--- config.mk ---
export PLATFORM = sky130hd
export DESIGN_NAME = adc_freq_meas
export DESIGN_NICKNAME = d
export VERILOG_FILES = /design/src/rtl/adc_freq_meas_pkg.sv /design/src/rtl/adc_freq_meas_zc_det.sv /design/src/rtl/adc_freq_meas.sv
export SDC_FILE = /design/constraint.sdc
export NUM_CORES = 1
export LEC_CHECK = 0
export CORE_ASPECT_RATIO = 1.25
export CORE_UTILIZATION = 50
export DETAILED_ROUTE_END_ITERATION = 6
export PLACE_DENSITY = 0.79
export SYNTH_ARGS = -nofsm -noshare
export SYNTH_HDL_FRONTEND = slang
export SYNTH_HIERARCHICAL = 1
export SYNTH_SLANG_ARGS = --single-unit
--- constraint.sdc ---
create_clock -name Clk -period 5.3 [get_ports Clk]
set_input_delay 1.325 -clock Clk [delete_from_list [all_inputs] [get_ports Clk]]
set_output_delay 1.325 -clock Clk [all_outputs]
set_load 0.03 [all_outputs]
--- src/rtl/adc_freq_meas_pkg.sv ---
// Shared definitions for the ADC frequency / amplitude meter.
// FSM encoding, mid-scale derivation and default tuning constants.
package adc_freq_meas_pkg;

    typedef enum logic [1:0] {
        ST_IDLE,
        ST_ARM,
        ST_MEAS,
        ST_DONE
    } meas_state_e;

    localparam int DEF_HYST    = 64;
    localparam int DEF_TIMEOUT = 1 << 24;

    // Offset-binary mid-scale code for a given sample width
    function automatic int mid_code(input int w);
        return 1 << (w - 1);
    endfunction

endpackage

--- src/rtl/adc_freq_meas_zc_det.sv ---
// Rising mid-scale crossing detector with hysteresis.
// Registers the ADC sample once and emits a one-cycle crossing pulse.
module adc_freq_meas_zc_det
    import adc_freq_meas_pkg::*;
#(
    parameter int DATA_W = 14,
    parameter int HYST   = DEF_HYST
) (
    input  logic              clk_i,
    input  logic              rst_i,
    input  logic [DATA_W-1:0] data_i,
    output logic [DATA_W-1:0] s1_o,
    output logic              xing_o
);

    localparam int MID = mid_code(DATA_W);
    localparam logic [DATA_W-1:0] HI_TH = DATA_W'(MID + HYST);
    localparam logic [DATA_W-1:0] LO_TH = DATA_W'(MID - HYST);

    logic [DATA_W-1:0] s1_q;
    logic              level_q;
    logic              level_d;
    logic              xing_q;

    // Schmitt trigger: set above the upper band edge, clear below the lower
    always_comb begin
        level_d = level_q;
        if (s1_q >= HI_TH) begin
            level_d = 1'b1;
        end else if (s1_q <= LO_TH) begin
            level_d = 1'b0;
        end
    end

    // Sample register, level register and registered 0->1 edge pulse
    always_ff @(posedge clk_i) begin
        if (rst_i) begin
            s1_q    <= '0;
            level_q <= 1'b0;
            xing_q  <= 1'b0;
        end else begin
            s1_q    <= data_i;
            level_q <= level_d;
            xing_q  <= level_d & ~level_q;
        end
    end

    assign s1_o   = s1_q;
    assign xing_o = xing_q;

endmodule

--- src/rtl/adc_freq_meas.sv ---
// ADC frequency meter: averages the period over NPER rising crossings
// and reports peak-to-peak amplitude with a one-cycle valid strobe.
module adc_freq_meas
    import adc_freq_meas_pkg::*;
#(
    parameter int DATA_W    = 14,
    parameter int CNT_W     = 32,
    parameter int HYST      = DEF_HYST,
    parameter int LOG2_NPER = 4,
    parameter int TIMEOUT   = DEF_TIMEOUT
) (
    input  logic              Clk,
    input  logic              Rst,
    output logic              AD_Clk,
    input  logic [DATA_W-1:0] AD_Data,
    input  logic              Start,
    output logic              Busy,
    output logic              Valid,
    output logic              Timeout,
    output logic [CNT_W-1:0]  Period_Cnt,
    output logic [DATA_W-1:0] Vpp
);

    localparam int K_W = LOG2_NPER + 1;
    localparam logic [K_W-1:0]   K_LAST = K_W'((1 << LOG2_NPER) - 1);
    localparam logic [CNT_W-1:0] TO_CNT = CNT_W'(TIMEOUT);

    meas_state_e       state_q, state_d;
    logic [DATA_W-1:0] s1;
    logic              xing;
    logic [CNT_W-1:0]  cnt_q, cnt_d, cnt_inc;
    logic [CNT_W-1:0]  idle_q, idle_d;
    logic [K_W-1:0]    k_q, k_d;
    logic [DATA_W-1:0] min_q, min_d, min_nx;
    logic [DATA_W-1:0] max_q, max_d, max_nx;
    logic [CNT_W-1:0]  per_q, per_d;
    logic [DATA_W-1:0] vpp_q, vpp_d;
    logic              tout_q, tout_d;
    logic              idle_hit, last_xing;

    assign AD_Clk = Clk;

    adc_freq_meas_zc_det #(
        .DATA_W(DATA_W),
        .HYST  (HYST)
    ) u_zc (
        .clk_i (Clk),
        .rst_i (Rst),
        .data_i(AD_Data),
        .s1_o  (s1),
        .xing_o(xing)
    );

    assign cnt_inc   = (&cnt_q) ? cnt_q : cnt_q + CNT_W'(1);
    assign min_nx    = (s1 < min_q) ? s1 : min_q;
    assign max_nx    = (s1 > max_q) ? s1 : max_q;
    assign idle_hit  = (idle_q == TO_CNT);
    assign last_xing = xing && (k_q == K_LAST);

    // State register
    always_ff @(posedge Clk) begin
        if (Rst) begin
            state_q <= ST_IDLE;
        end else begin
            state_q <= state_d;
        end
    end

    // Next-state: a crossing always takes priority over the idle timeout
    always_comb begin
        state_d = state_q;
        unique case (state_q)
            ST_IDLE: if (Start) state_d = ST_ARM;
            ST_ARM: begin
                if (xing) state_d = ST_MEAS;
                else if (idle_hit) state_d = ST_DONE;
            end
            ST_MEAS: begin
                if (last_xing) state_d = ST_DONE;
                else if (!xing && idle_hit) state_d = ST_DONE;
            end
            ST_DONE: state_d = ST_IDLE;
            default: state_d = ST_IDLE;
        endcase
    end

    // Status outputs decoded from state
    always_comb begin
        Busy  = (state_q != ST_IDLE);
        Valid = (state_q == ST_DONE);
    end

    // Counters, min/max tracking and result capture on entry to DONE
    always_comb begin
        cnt_d  = cnt_q;
        idle_d = idle_q;
        k_d    = k_q;
        min_d  = min_q;
        max_d  = max_q;
        per_d  = per_q;
        vpp_d  = vpp_q;
        tout_d = tout_q;
        unique case (state_q)
            ST_IDLE: if (Start) idle_d = '0;
            ST_ARM: begin
                idle_d = idle_q + CNT_W'(1);
                if (xing) begin
                    cnt_d  = '0;
                    k_d    = '0;
                    min_d  = s1;
                    max_d  = s1;
                    idle_d = '0;
                end else if (idle_hit) begin
                    per_d  = '0;
                    vpp_d  = '0;
                    tout_d = 1'b1;
                end
            end
            ST_MEAS: begin
                cnt_d  = cnt_inc;
                idle_d = idle_q + CNT_W'(1);
                min_d  = min_nx;
                max_d  = max_nx;
                if (xing) begin
                    k_d    = k_q + K_W'(1);
                    idle_d = '0;
                    if (last_xing) begin
                        per_d  = cnt_inc >> LOG2_NPER;
                        vpp_d  = max_nx - min_nx;
                        tout_d = 1'b0;
                    end
                end else if (idle_hit) begin
                    per_d  = '0;
                    vpp_d  = '0;
                    tout_d = 1'b1;
                end
            end
            default: ;
        endcase
    end

    // Datapath registers
    always_ff @(posedge Clk) begin
        if (Rst) begin
            cnt_q  <= '0;
            idle_q <= '0;
            k_q    <= '0;
            min_q  <= '0;
            max_q  <= '0;
            per_q  <= '0;
            vpp_q  <= '0;
            tout_q <= 1'b0;
        end else begin
            cnt_q  <= cnt_d;
            idle_q <= idle_d;
            k_q    <= k_d;
            min_q  <= min_d;
            max_q  <= max_d;
            per_q  <= per_d;
            vpp_q  <= vpp_d;
            tout_q <= tout_d;
        end
    end

    assign Timeout    = tout_q;
    assign Period_Cnt = per_q;
    assign Vpp        = vpp_q;

endmodule
==> results.md <==
| Group | Parameter | Value |
| --- | --- | --- |
| floorplan | Die ar. | 0.0178 mm2 |
| hold path | Hold Path End | Period_Cnt[24]$_SDFFE_PP0P_ |
| global routing | Overall track demand over capacity in global routing | 0.225 |
| setup path | Cell at the slowest stage of the critical path | clkdlybuf4s50_1 |
| floorplan | Chip Height | 149 um |
| power | Sw Pwr | 0.00150 W |
| setup path | Setup slack of the worst register-to-register path | 810 ps |
| clock network | CTS Hold Buffers Added | 0 |
| timing | Normalized max-slew margin | 0.164 |
| placed design | Post-Place Setup Slack | 761 ps |
| power | Max IR drop VDD | 0.000239 V |
| power | Static Leak | 3.80 nW |
| setup path | Number of buffers and inverters on the critical path | 3 |
| clock network | CTS tree | done |
| yosys | Distinct cell type count after synthesis | 79 |
| timing | RSZ-0062 raised after global routing | no |
| setup path | Critical path data arrival time | 3470 ps |
| drt | DRC violation total after the first TritonRoute iteration | 452 |
| yosys | Most instantiated flip-flop cell in the synthesis netlist | dfxtp_1 |
| power | Net switching share of the total power | 0.368 |
| yosys | Post-synthesis register bit count | 162 |
| placed design | Placer congestion estimate | 0.926 |
| setup path | Required time of the critical path | 3970 ps |
| yosys | Yosys Warn Count | 6 |
| yosys | Cell area after technology mapping | 0.00866 mm2 |
| global routing | Grt met2 use | 0.399 |
| yosys | Area fraction of the dominant cell type after synthesis | 0.375 |
| setup path | Worst Path Max Fanout | 2 |
| power | Register share of total power | 0.327 |
| setup path | Critical Path Source | Clk |
| setup path | Beginning of the worst register-to-register path | u_zc/s1_o[3]$_SDFF_PP0_ |
| clock network | Clock slew at reported path FFs | 70 ps |
| yosys | Fraction of registers with async set/reset | 0 |
| timing | Setup tns final | 0 ps |
| hold path | Instance count along the most critical hold path | 2 |
| yosys | Post-synthesis net count | 1108 |
| global routing | Congestion Overflow GR | 0 |
| power | Power share of the clock group | 0.319 |
| floorplan | IO Pins | 67 |
| drt | Overall via count from detail_route | 7445 |
| yosys | Number of enable flip-flop cells after synthesis | 0 |
| setup path | Critical R2R Capture | Vpp[12]$_SDFFE_PP0P_ |
| timing | Hold violation total from the final report | 0 |
| clock network | Number of gates given a new drive strength after cts | 0 |
| timing | Setup slack after layout | 500 ps |
| setup path | Cells on worst reg2reg path | 17 |
| run | MaxCap Viol Count | 0 |
| floorplan | Effective utilization at floorplan | 0.512 |
| setup path | Type of the worst setup path | clock port to primary output |
| global routing | Grt met1 use | 0.264 |
| global routing | Maximum number of pins on one net before global-route repair | 50 |
| power | Power Density | 405 mW/mm2 |
| placed design | Detail Placement HPWL | 13300 um |
| yosys | Cells after Synth | 1040 |
| timing | Setup violation total in the final timing report | 0 |
| power | Internal power summed over all cells | 0.00257 W |
| cells and area | Layout overhead on the synthesized area | 16.3% |
| global routing | GRT met3 Usage | 0.0417 |
| cells and area | Number of nets at the end of the flow | 1156 |
| setup path | Most frequent cell on the critical path | clkbuf_16 |
| timing | Worst Tran Pin Value | 1250 ps |
| drt | Detail-routed net length per standard cell | 14.7 um |
| global routing | Vias in the first global route | 6981 |
| placed design | Port buffer count | 66 |
| cells and area | Fillers | 1506 |
| setup path | CP top delay family | buffers and inverters |
| drt | Number of vias per cell after detailed routing | 5.64 |
| clock network | Worst-Skew Late Latency | 550 ps |
| timing | Max Slew Vio Count | 0 |
| yosys | Biggest area contributors in the synthesized netlist | dfxtp_1 (37%), ha_1 (7.2%), nor2_1 (7.0%) |
| outcome | Outcome | finished clean |
| floorplan | Placeable core area | 0.0169 mm2 |
| global routing | Busiest metal layer after global routing | met2 |
| hold path | Hold Path Origin | Period_Cnt[24]$_SDFFE_PP0P_ |
| setup path | Ordered cell list for the critical path | clkbuf_16, clkbuf_16, clkdlybuf4s50_1 |
| floorplan | Die W | 120 um |
| cells and area | Commonest cells after routing, fill and taps aside | dfxtp_1 (162), nor2_1 (162), nand2_1 (89) |
| drt | Total Wirelength | 19400 um |
| global routing | Antenna violations before repair | 0 |
| global routing | Global-route wire length before repair | 32300 um |
| timing | Largest clock skew in the final design | 8.82 ps |
| clock network | Post-CTS Repair Setup Buffers | 0 |
| cells and area | Share of final-layout standard cells stronger than drive strength 1 | 0.0672 |
| setup path | Startpoint type of the worst setup path | clock port |
| hold path | Worst hold-check path type | flip-flop to flip-flop |
| yosys | Proportion of synthesized chip area in sequential cells | 0.375 |
| setup path | Slowest stage delay, CP | 580 ps |
| cells and area | Final antenna diode count | 0 |
| setup path | CP Capture Type | primary output |
| power | Proportion of power drawn by combinational gates | 0.354 |
| drt | # DRC | 0 |
| yosys | Yosys top cell by area | dfxtp_1 |
| floorplan | Row cnt | 53 |
| drt | Antenna viol nets, final | 0 |
| drt | Detailed Routing Iterations Pass 1 | 7 |
| yosys | Average footprint of a synthesized cell | 8.32 um2 |
## registers in the layout, summed over array words and instances (netlist names), 2 cells and up
name,cells
Period_Cnt,32
Vpp,14
cnt_q,32
idle_q,32
k_q,5
max_q,14
min_q,14
state_q,2
u_zc/s1_o,14
## cells by family (layout without fill, tap and decap cells)
logic type | Yosys count | count (layout) | share of synthesized area
compound gates | 228 | 228 | 0.169
flops | 162 | 162 | 0.375
fa+ha+maj | 51 | 51 | 0.0746
simple gates | 421 | 421 | 0.244
mux | 33 | 33 | 0.0384
buf+inv | 86 | 147 | 0.0403
xor+xnor | 59 | 59 | 0.0597
## cells in the mapped netlist (all sizes together) (3+ instances only)
cell	n
nor2	164
or3	8
o21ai	84
ha	50
nand4	18
a22o	5
dfxtp	162
nor3b	4
buf	11
xor2	34
a22oi	35
nor3	22
mux2i	31
a21oi	58
nor4	13
o21a	4
nand2	90
nand2b	5
a31oi	4
nor2b	12
clkbuf	36
nor4b	4
and3	20
and2	11
a21o	9
a2111oi	3
nand3	23
and4	8
inv	39
xnor2	25
o31ai	5
and2b	11
## routing by layer
layer  vias to the layer above  wire length (um)  part of all wire
li1                       3729                 -                 -
met3                        31               830             0.043
met4                         0               395             0.020
met1                      3513              8480              0.44
met2                       172              9720              0.50
met5                         -                 0                 0
## worst min-delay path, stage by stage, from the launching register on
cell and delay (ps):
dfxtp_1 310, nand2_1 50, o21ai_1 50
## power by group through the flow
stage	Combinational, W	Sequential, W	Clock, W
CTS	0.00143	0.00133	0.00131
finish	0.00144	0.00133	0.00130
floorplan	0.00113	0.00135	0.0000283
detailed placement	0.00142	0.00136	0.0000314
global route	0.00159	0.00134	0.00137
global placement	0.00138	0.00136	0.0000314
## worst max-delay path by stage
stage | endpoint | cells after the start
floorplan | Vpp[11]$_SDFFE_PP0P_ | 18
global placement | AD_Clk | 1
detailed placement | AD_Clk | 1
CTS | AD_Clk | 3
global route | AD_Clk | 3
finish | AD_Clk | 3
## final cells by class
type                            count  area (um2)  area share
Multi-Input combinational cell    792        5070       0.504
Sequential cell                   162        3240       0.322
Timing Repair Buffer               72         701      0.0696
Clock buffer                       24         532      0.0528
Tap cell                          220         275      0.0273
Inverter                           39         146      0.0145
Clock inverter                     12         100     0.00994
## metrics by stage
step / total power [W] / cell area [um2] / std cells / util / hold slack (ps)
after floorplan: 0.00250 / 8660 / 1040 / - / 428
after detailed placement: 0.00281 / 9440 / 1286 / 0.558 / 441
after global routing: 0.00429 / 10100 / 1321 / 0.595 / 479
final: 0.00407 / 10100 / 1321 / 0.595 / 447
after CTS: 0.00407 / 10100 / 1321 / 0.595 / 453
after global placement: 0.00277 / 9440 / 1286 / 0.558 / 433
Power figures use the tool's default switching activity.
